`src/rtl/fetch_sequencer.sv`:
```
`default_nettype none
// ============================================================================
// Module   : fetch_sequencer
// Brief    : Instruction fetch FSM between program counter, ROM and decoder.
//            Optional ack timeout with sticky fetch_err under FETCH_TIMEOUT_EN.
// Revision : 1.0 - initial release
// ============================================================================
module fetch_sequencer #(
   parameter int ADDR_W  = 8,
   parameter int DATA_W  = 16,
   parameter int TIMEOUT = 15
) (
   input  logic              clk,
   input  logic              reset,
   input  logic [ADDR_W-1:0] pc,
   output logic              incr,
   output logic              mem_rd,
   output logic [ADDR_W-1:0] mem_addr,
   input  logic [DATA_W-1:0] mem_data,
   input  logic              mem_ack,
   output logic [DATA_W-1:0] instr,
   output logic              instr_valid,
   input  logic              instr_ready,
`ifdef FETCH_TIMEOUT_EN
   output logic              fetch_err,
`endif
   input  logic              halt
);

   localparam logic [2:0] c_IDLE   = 3'd0;
   localparam logic [2:0] c_REQ    = 3'd1;
   localparam logic [2:0] c_WAIT   = 3'd2;
   localparam logic [2:0] c_HOLD   = 3'd3;
   localparam logic [2:0] c_STEP   = 3'd4;
   localparam logic [2:0] c_SETTLE = 3'd5;

   logic [2:0] r_state;
   logic [2:0] w_next_state;
   logic       w_blocked;
   logic       w_timeout;

`ifdef FETCH_TIMEOUT_EN
   localparam int c_CNT_W = (TIMEOUT < 2) ? 1 : $clog2(TIMEOUT);
   localparam logic [c_CNT_W-1:0] c_CNT_LAST = c_CNT_W'(TIMEOUT - 1);

   logic [c_CNT_W-1:0] r_wait_cnt;

   assign w_blocked = fetch_err;
   assign w_timeout = (r_state == c_WAIT) && !mem_ack && (r_wait_cnt == c_CNT_LAST);

   // Counter restarts on every entry to WAIT; fetch_err only clears on reset.
   always_ff @(posedge clk or posedge reset) begin
      if (reset) begin
         r_wait_cnt <= '0;
         fetch_err  <= 1'b0;
      end else begin
         if (r_state == c_WAIT) begin
            r_wait_cnt <= r_wait_cnt + c_CNT_W'(1);
         end else begin
            r_wait_cnt <= '0;
         end
         if (w_timeout) begin
            fetch_err <= 1'b1;
         end
      end
   end
`else
   assign w_blocked = 1'b0;
   assign w_timeout = 1'b0;

   if (TIMEOUT > 0) begin : g_no_timeout
   end
`endif

   always_comb begin
      w_next_state = r_state;
      case (r_state)
         c_IDLE: begin
            if (!halt && !w_blocked) begin
               w_next_state = c_REQ;
            end
         end
         c_REQ: w_next_state = c_WAIT;
         c_WAIT: begin
            if (mem_ack) begin
               w_next_state = c_HOLD;
            end else if (w_timeout) begin
               w_next_state = c_IDLE;
            end
         end
         c_HOLD: begin
            if (instr_ready) begin
               w_next_state = c_STEP;
            end
         end
         c_STEP:   w_next_state = c_SETTLE;
         c_SETTLE: w_next_state = halt ? c_IDLE : c_REQ;
         default:  w_next_state = c_IDLE;
      endcase
   end

   // Outputs are decoded from the next state so they are registered yet
   // aligned with the state they belong to; mem_addr doubles as the addr latch.
   always_ff @(posedge clk or posedge reset) begin
      if (reset) begin
         r_state     <= c_IDLE;
         incr        <= 1'b0;
         mem_rd      <= 1'b0;
         mem_addr    <= '0;
         instr       <= '0;
         instr_valid <= 1'b0;
      end else begin
         r_state     <= w_next_state;
         mem_rd      <= (w_next_state == c_REQ);
         incr        <= (w_next_state == c_STEP);
         instr_valid <= (w_next_state == c_HOLD);
         if (w_next_state == c_REQ) begin
            mem_addr <= pc;
         end
         if ((r_state == c_WAIT) && mem_ack) begin
            instr <= mem_data;
         end
      end
   end

endmodule
`default_nettype wire

```
`config.mk`:
```
export PLATFORM = sky130hd
export DESIGN_NAME = fetch_sequencer
export DESIGN_NICKNAME = d
export VERILOG_FILES = /design/src/rtl/fetch_sequencer.sv
export SDC_FILE = /design/constraint.sdc
export NUM_CORES = 1
export LEC_CHECK = 0
export CAP_MARGIN = 20
export CORE_ASPECT_RATIO = 0.5
export CORE_MARGIN = 2
export CORE_UTILIZATION = 43
export CTS_CLUSTER_DIAMETER = 40
export CTS_CLUSTER_SIZE = 40
export DETAILED_ROUTE_END_ITERATION = 8
export PLACE_DENSITY = 0.83
export SETUP_SLACK_MARGIN = 0.3
export SLEW_MARGIN = 15
export SYNTH_ARGS = -nofsm -noshare
export SYNTH_HDL_FRONTEND = slang
export SYNTH_SLANG_ARGS = --single-unit
```
`constraint.sdc`:
```
create_clock -name clk -period 3 [get_ports clk]
set_input_delay 0.6 -clock clk [delete_from_list [all_inputs] [get_ports clk]]
set_output_delay 0.6 -clock clk [all_outputs]
set_load 0.01 [all_outputs]
```
**After elaboration in Yosys (flattened, before gate mapping)**

Cells that the tools add are included.

- Equal/unequal tests: 8
- Mux-type cells: 5
- Reduce and logical (&&, ||, !) cells: 2

Operators by type and width:

| cell | number |
|---|---|
| case mux 3 bit (6 select lines) | 1 |
| equality test 3 x 2 -> 1 bit, second input constant | 3 |
| equality test 3 bit, second input constant | 3 |
| 2-to-1 mux 3 bit | 3 |
| equality test 3 x 1 -> 1 bit, second input constant | 2 |
| logical NOT 3 bit | 1 |
| logical AND 1 bit | 1 |
| 2-to-1 mux 1 bit | 1 |

- Register bits after elaboration: 30
- Input port bits: 29
- Output and inout port bits: 27
- Word-level logic and storage cells: 21

**Logic depth before layout (Yosys ltp)**

Gate-level depths: netlist of the first run.

- Depth in word-level cells: 3
- Depth in mapped cells: 5
- Mapped depth without buffers: 3

**Least setup slack after synthesis of the first run**

OpenSTA, ideal clock, no wires.

- Path type: input to register
- Start: input port mem_ack
- End: register instr[0]
- Library setup time: 0.125 ns
- Arrival: 1.445 ns
- Data required time: 2.875 ns
- Setup slack: 1.430 ns
- Stages: 3
- Buffers on the path: 1
- Cell sequence: nor3b_4 -> buf_4 -> mux2_2

- Longest elaborated chain between the ends: 1

RTL lines:

| element | RTL line | source |
|---|---|---|
| from (decl) | 20 | `input logic mem_ack,` |
| logical AND 1 bit | 120 | `if ((r_state == c_WAIT) && mem_ack) begin` |
| to (signal assigned) | 121 | `instr <= mem_data;` |
| to (decl) | 21 | `output logic [DATA_W-1:0] instr,` |

Every way passes these cells.
A chain may end at the register's enable or synchronous reset.

**Worst setup path in the final report of the first run**

- Start: input port halt
- End: register mem_addr[7]

- Longest elaborated chain between the ends: 3
- Elaborated cells between the ends (all ways): 4
- Those cells by class: 1 x eq/ne; 3 x mux

RTL lines:

| element | RTL line | source |
|---|---|---|
| from (decl) | 27 | `input logic halt` |
| 2-to-1 mux 1 bit or 2-to-1 mux 3 bit (tied branches) | 97, 79 |  |
| case mux 3 bit (6 select lines) (*) | 77 | `case (r_state)` |
| equality test 3 x 1 -> 1 bit (*) | 117 | `if (w_next_state == c_REQ) begin` |
| to (signal assigned) | 118 | `mem_addr <= pc;` |
| to (decl) | 18 | `output logic [ADDR_W-1:0] mem_addr,` |

Every way passes the cells marked *; elsewhere a longest branch is shown, timed or not.

==> summary.txt, run 1 <==
status = completed
synth top area cells = dfrtp_1 (62%), mux2_2 (15%), mux2_4 (10%)
I/O Pins = 56
Psw = 584 uW
Setup-failing EPs final = 0
Max clock buf depth = 2
Min Hold Slack = 505 ps
#FFs+latches synth = 30
Root Buffer Master = clkbuf_8
CP max FO = 9
CTS Buf Count = 5
initial drt markers = 47
Initial Util = 45.7%
Setup WS pre-CTS = 877 ps
clock-pin slew on the worst setup and hold paths = 60 ps
clock sink count = 30
worst clock skew = 5.31 ps
Slew HR = 66.2%
WL final = 2620 um
Seq pwr share = 37.1%
synth warn = 0
Placer Congestion = 0.722
combinational share of power = 46.3%
Chip Width = 78.9 um
Pre-Repair DR Iteration Count = 4
VDD IR max = 0.513 mV
Final Net Count = 165
Pint = 1390 uW
Distinct cells, synth = 18
WP data required = 3150 ps
Post-Syn Instances = 75
syn_nets = 104
Clk pwr share = 16.6%
worst slew pin tran = 507 ps
Mean Syn Cell Area = 16.1 sq um
first-pass GRT wire length = 4400 um
setup total negative slack = 0 ps
post_cts resized = 0
LEAKAGE = 0.000839 uW
routed vias = 805
Arr. time, crit path = 2020 ps
Final min period = 1860 ps
startpoint types = input port
Placed Area = 1790 sq um
Layout Utilization = 71.3%
WL per Instance = 15.1 um
Sw Share = 29.6%
post-CTS setup buffers = 0
Via density = 4.63
worst skew pair latency = 270 ps
final period utilization = 62.2%
register area share after synthesis = 62.3%
Syn Std Cell Area = 1200 sq um
Max Freq = 0.536 GHz
hold buffers post-CTS = 0
largest area contributor in the netlist = dfrtp_1
Layout area overhead = 55.9%
# fillers = 190
Post-DP HPWL = 1890 um
ANT cells = 0
Max Cap Viol = 0
CTS tree = done
Hold Crit Class = reg -> reg
Total GRT Usage = 18.4%
PD cells = 1050 nW/um^2
row count = 13
CTS H-Tree Depth = 2
final max-slew violation count = 0
chip height = 41.4 um
critical path class = in -> reg
largest net degree at the start of global routing = 18
RSZ-0062 raised after global routing = false
core area = 2640 sq um
Residual DRC = 0
Hold Violations, Final = 0
GR Overflow Total = 0
Routed Antenna Nets = 0
vias in the first global route = 872
ratio of cells with drive above 1 in the final layout = 26.3%
Crit. End Element = register
die footprint = 3270 sq um
post-route cell area = 1880 sq um
initial antenna violation count = 0
post-route setup slack = 1140 ps
I/O Buffers = 55
share of the synthesized area in the top cell type = 62.3%
worst max-delay path: stages:
cell and delay [ps]:
clkdlybuf4s50_1 450, or3_1 590, mux2_4 380
metrics by stage:
stage / instances / total power (uW)
after floorplan: 75 / 1210
after global placement: 166 / 1630
after detailed placement: 166 / 1660
after CTS: 174 / 2000
after global routing: 174 / 2090
final: 174 / 1970
synth_stat cells, drive strengths merged:
| cell type | n |
|---|---|
| a21o | 1 |
| and3 | 1 |
| buf | 3 |
| dfrtp | 30 |
| inv | 4 |
| maj3 | 1 |
| mux2 | 24 |
| mux2i | 1 |
| nand2 | 1 |
| nand2b | 1 |
| nor2 | 3 |
| nor3 | 1 |
| nor3b | 1 |
| o22ai | 1 |
| or3 | 1 |
| xor2 | 1 |
final cells by class:
type | instances | area [sq um] | share of cell area (%)
clock inverter | 1 | 5.00 | 0.266
inverter | 4 | 15.0 | 0.799
sequential | 30 | 751 | 40.0
multi-input combinational | 38 | 409 | 21.8
timing repair buffer | 57 | 566 | 30.1
clock buffer | 7 | 86.3 | 4.60
tap | 37 | 46.3 | 2.47
path summary, 6_finish.rpt:
path                                       from                      end  slack, ps  depth (start not counted)
min in group asynchronous                 reset  mem_addr[3]$_DFFE_PP0N_        650                          2
setup / recovery                           halt  mem_addr[7]$_DFFE_PP0N_       1140                          3
hold / removal             instr[5]$_DFFE_PP0P_     instr[5]$_DFFE_PP0P_        500                          1
max in group asynchronous                 reset    instr[12]$_DFFE_PP0P_       1720                          3
setup reg to reg           r_state[0]$_DFF_PP0_  mem_addr[7]$_DFFE_PP0N_       1280                          3
hold reg to reg            instr[5]$_DFFE_PP0P_     instr[5]$_DFFE_PP0P_        500                          1
cells in the final DEF (no fill, tap or decap), drive strengths merged:
cell           instances
nand2b                 1
or3                    1
maj3                   1
xor2                   1
clkinv                 1
clkdlybuf4s50         55
mux2                  24
nor3b                  1
o22ai                  1
inv                    4
a21o                   1
and3                   1
dfrtp                 30
buf                    2
nand2                  1
clkbuf                 7
nor2                   3
mux2i                  1
nor3                   1
flip-flops by register name, indices dropped and copies added, names as in the netlist:
name,cells
r_state,3
mem_rd,1
instr,16
mem_addr,8
instr_valid,1
incr,1
cell families (layout without fill, tap and decap cells):
group                    Yosys count  count (layout)  share of synthesized area, %
AND/OR/NAND/NOR                    9               9                          5.50
buffers and inverters              7              69                          3.74
multiplexers                      25              25                          25.8
AO/OA/AOI/OAI                      2               2                          1.14
flip-flops                        30              30                          62.3
adder cells (fa/ha/maj)            1               1                         0.831
XOR/XNOR                           1               1                         0.727
power groups by stage:
stage | logic [uW] | registers (uW) | clock network [uW]
2_1_floorplan | 406 | 803 | 0
3_3_place_gp | 896 | 732 | 0
3_5_place_dp | 918 | 740 | 0
4_1_cts | 925 | 735 | 336
5_1_grt | 978 | 760 | 353
6_report | 914 | 733 | 327
layer usage:
| metal | share of wire [%] | track usage (%) | vias to the layer above |
|---|---|---|---|
| li1 | - | - | 373 |
| met1 | 42 | 21.8 | 407 |
| met2 | 53 | 32.0 | 23 |
| met3 | 4.7 | 5.22 | 2 |
| met4 | 0.80 | 7.24 | 0 |
| met5 | 0 | 0 | - |
Power figures use the tool's default switching activity.
==> run 2, diff against run 1 <==
--- a/config.mk
+++ b/config.mk
@@ -8,11 +8,11 @@
 export CAP_MARGIN = 20
 export CORE_ASPECT_RATIO = 0.5
 export CORE_MARGIN = 2
-export CORE_UTILIZATION = 43
+export CORE_UTILIZATION = 40
 export CTS_CLUSTER_DIAMETER = 40
 export CTS_CLUSTER_SIZE = 40
 export DETAILED_ROUTE_END_ITERATION = 8
-export PLACE_DENSITY = 0.83
+export PLACE_DENSITY = 0.78
 export SETUP_SLACK_MARGIN = 0.3
 export SLEW_MARGIN = 15
 export SYNTH_ARGS = -nofsm -noshare
==> constraint.sdc (replaced) <==
create_clock -name clk -period 1.8 [get_ports clk]
set_input_delay 0.36 -clock clk [delete_from_list [all_inputs] [get_ports clk]]
set_output_delay 0.36 -clock clk [all_outputs]
set_load 0.01 [all_outputs]
==> run 2 against run 1 <==
Critical path depth grew 1. Utilization shrank 5.2 points. Wire length grew 0.65%. Combinational power grew 54%. Die area grew 6.9%. Flip-flop and latch count is the same. Sequential share of layout area shrank 1.4 points. Setup slack lost 800 ps. Clock power grew to 2.6 times the previous value. Register-to-register slack lost 950 ps. Via count grew 1.4%. Cell area grew 3.6%. Largest power group unchanged.
==> summary.txt, run 2 (synthesized netlist as in run 1, its figures left out) <==
status = completed (unchanged)
WL per Instance = 14.6 um (was 15.1 um)
WL final = 2640 um (was 2620 um)
I/O Pins = 56 (unchanged)
final max-slew violation count = 0 (unchanged)
WP data required = 1970 ps (was 3150 ps)
VDD IR max = 0.769 mV (was 0.513 mV)
Post-DP HPWL = 1880 um (was 1890 um)
Largest regs = instr x16, mem_addr x8, r_state x3 (unchanged)
Max clock buf depth = 2 (unchanged)
Hold Violations, Final = 0 (unchanged)
vias in the first global route = 834 (was 872)
Routed Antenna Nets = 0 (unchanged)
Placer Congestion = 0.682 (was 0.722)
worst clock skew = 3.80 ps (was 5.31 ps)
CP Cell Sequence = nand2b_4 -> nor3b_4 -> buf_12 -> mux2_2 (was clkdlybuf4s50_1 -> or3_1 -> mux2_4)
I/O Buffers = 55 (unchanged)
CTS tree = done (unchanged)
Hold Crit Class = in -> async (was reg -> reg)
Pre-Repair DR Iteration Count = 4 (unchanged)
ratio of cells with drive above 1 in the final layout = 29.1% (was 26.3%)
chip height = 42.8 um (was 41.4 um)
critical path class = reg -> reg (was in -> reg)
CTS H-Tree Depth = 2 (unchanged)
worst skew pair latency = 290 ps (was 270 ps)
Chip Width = 81.6 um (was 78.9 um)
startpoint types = register (was input port)
Via density = 4.51 (was 4.63)
R2R Path Start = r_state[2]$_DFF_PP0_ (was r_state[0]$_DFF_PP0_)
clock sink count = 30 (unchanged)
Max Freq = 0.682 GHz
Final Net Count = 169 (was 165)
R2R depth = 4 (was 3)
most frequent cells in the layout = dfrtp_1 (30), clkdlybuf4s50_1 (28), dlygate4sd2_1 (27) (was clkdlybuf4s50_1 (55), dfrtp_1 (30), mux2_2 (16))
most common cell after layout, fill and taps aside = dfrtp_1 (was clkdlybuf4s50_1)
row count = 14 (was 13)
hold buffers post-CTS = 0 (unchanged)
CTS Buf Count = 5 (unchanged)
register with the most flip-flops = instr (unchanged)
Initial Util = 40.9% (was 45.7%)
CP max FO = 16 (was 9)
GR Overflow Total = 0 (unchanged)
PD cells = 1780 nW/um^2 (was 1050 nW/um^2)
Setup-failing EPs final = 0 (unchanged)
largest net degree at the start of global routing = 31 (was 18)
Largest delay share family, worst path = flip-flops (was simple AND/OR/NAND/NOR gates)
core area = 2940 sq um (was 2640 sq um)
RSZ-0062 raised after global routing = true (was false)
Crit. End Element = register (unchanged)
initial antenna violation count = 0 (unchanged)
delay of the slowest cell on the worst path = 420 ps (was 590 ps)
initial drt markers = 20 (was 47)
LEAKAGE = 0.000936 uW (was 0.000839 uW)
ANT cells = 0 (unchanged)
worst slew pin tran = 367 ps (was 507 ps)
setup total negative slack = 0 ps (unchanged)
Critical R2R Capture = instr[13]$_DFFE_PP0P_ (was mem_addr[7]$_DFFE_PP0N_)
Total GRT Usage = 17.3% (was 18.4%)
slowest stage cell, crit path = dfrtp_1 (was or3_1)
Root Buffer Master = clkbuf_8 (unchanged)
Final min period = 1470 ps
# fillers = 214 (was 190)
clock-pin slew on the worst setup and hold paths = 60 ps (about the same)
Arr. time, crit path = 1640 ps (was 2020 ps)
post-route cell area = 1950 sq um (was 1880 sq um)
WP buf/inv = 1 (unchanged)
first-pass GRT wire length = 4210 um (was 4400 um)
Slew HR = 75.5% (was 66.2%)
routed vias = 816 (was 805)
Max Cap Viol = 0 (unchanged)
final period utilization = 81.5%
r2r setup slk = 330 ps (was 1280 ps)
die footprint = 3490 sq um (was 3270 sq um)
max FFs per register = 16 (unchanged)
Residual DRC = 0 (unchanged)
Layout area overhead = 61.5% (was 55.9%)
Placed Area = 1820 sq um (was 1790 sq um)
==> run 2: worst max path at each step <==
stage / slack (ps) / to / cells past startpoint / from
after floorplan: 280 / instr[0]$_DFFE_PP0P_ / 4 / r_state[2]$_DFF_PP0_
after global placement: 60 / mem_addr[1]$_DFFE_PP0N_ / 4 / halt
after detailed placement: 40 / mem_addr[6]$_DFFE_PP0N_ / 4 / halt
after CTS: 320 / mem_addr[6]$_DFFE_PP0N_ / 4 / r_state[2]$_DFF_PP0_
after global routing: 280 / instr[8]$_DFFE_PP0P_ / 4 / r_state[2]$_DFF_PP0_
final: 330 / instr[13]$_DFFE_PP0P_ / 4 / r_state[2]$_DFF_PP0_
==> run 2: layout make-up <==
type                            count  area, sq um  area share, %
Sequential cell                    30          751           38.6
Timing Repair Buffer               61          578           29.7
Multi-Input combinational cell     38          409           21.0
Clock buffer                        6         82.6           4.24
Clock inverter                      2         60.1           3.09
Tap cell                           40         50.0           2.57
Inverter                            4         15.0          0.772
==> run 2: stage by stage <==
| stage | util, % | hold WS, ps | instances | power, uW | worst slack (ps) |
|---|---|---|---|---|---|
| 6_report | 66.1 | 434 | 181 | 3460 | 333 |
| 2_1_floorplan | - | 451 | 75 | 2020 | 285 |
| 5_1_grt | 66.1 | 491 | 181 | 3640 | 279 |
| 4_1_cts | 65.7 | 451 | 180 | 3470 | 316 |
| 3_3_place_gp | 61.8 | 489 | 171 | 2760 | 61.5 |
| 3_5_place_dp | 61.8 | 496 | 171 | 2820 | 39.9 |
==> run 2: worst reg2reg max path, stage by stage (launching register included) <==
cell      delay [ps]
dfrtp_1          420
nand2b_4         180
nor3b_4          220
buf_12           180
mux2_2           350
==> run 2: where the power goes <==
group	leakage, uW	switching (uW)	internal [uW]
Combinational	0.000504	565	849
Clock	0.0000714	258	590
Sequential	0.000360	184	1010
Total	0.000936	1010	2450
==> run 2: what timing repair did <==
item,4_1_cts,5_1_grt
endpoints found under the setup margin,29,24
resized for setup,27,1
buffers inserted,1,1
==> run 2: metal layers <==
metal	global-route usage (%)	wire, um
met1	19.4	1050
met2	29.8	1420
met3	7.66	145
met5	0	0
met4	5.00	21
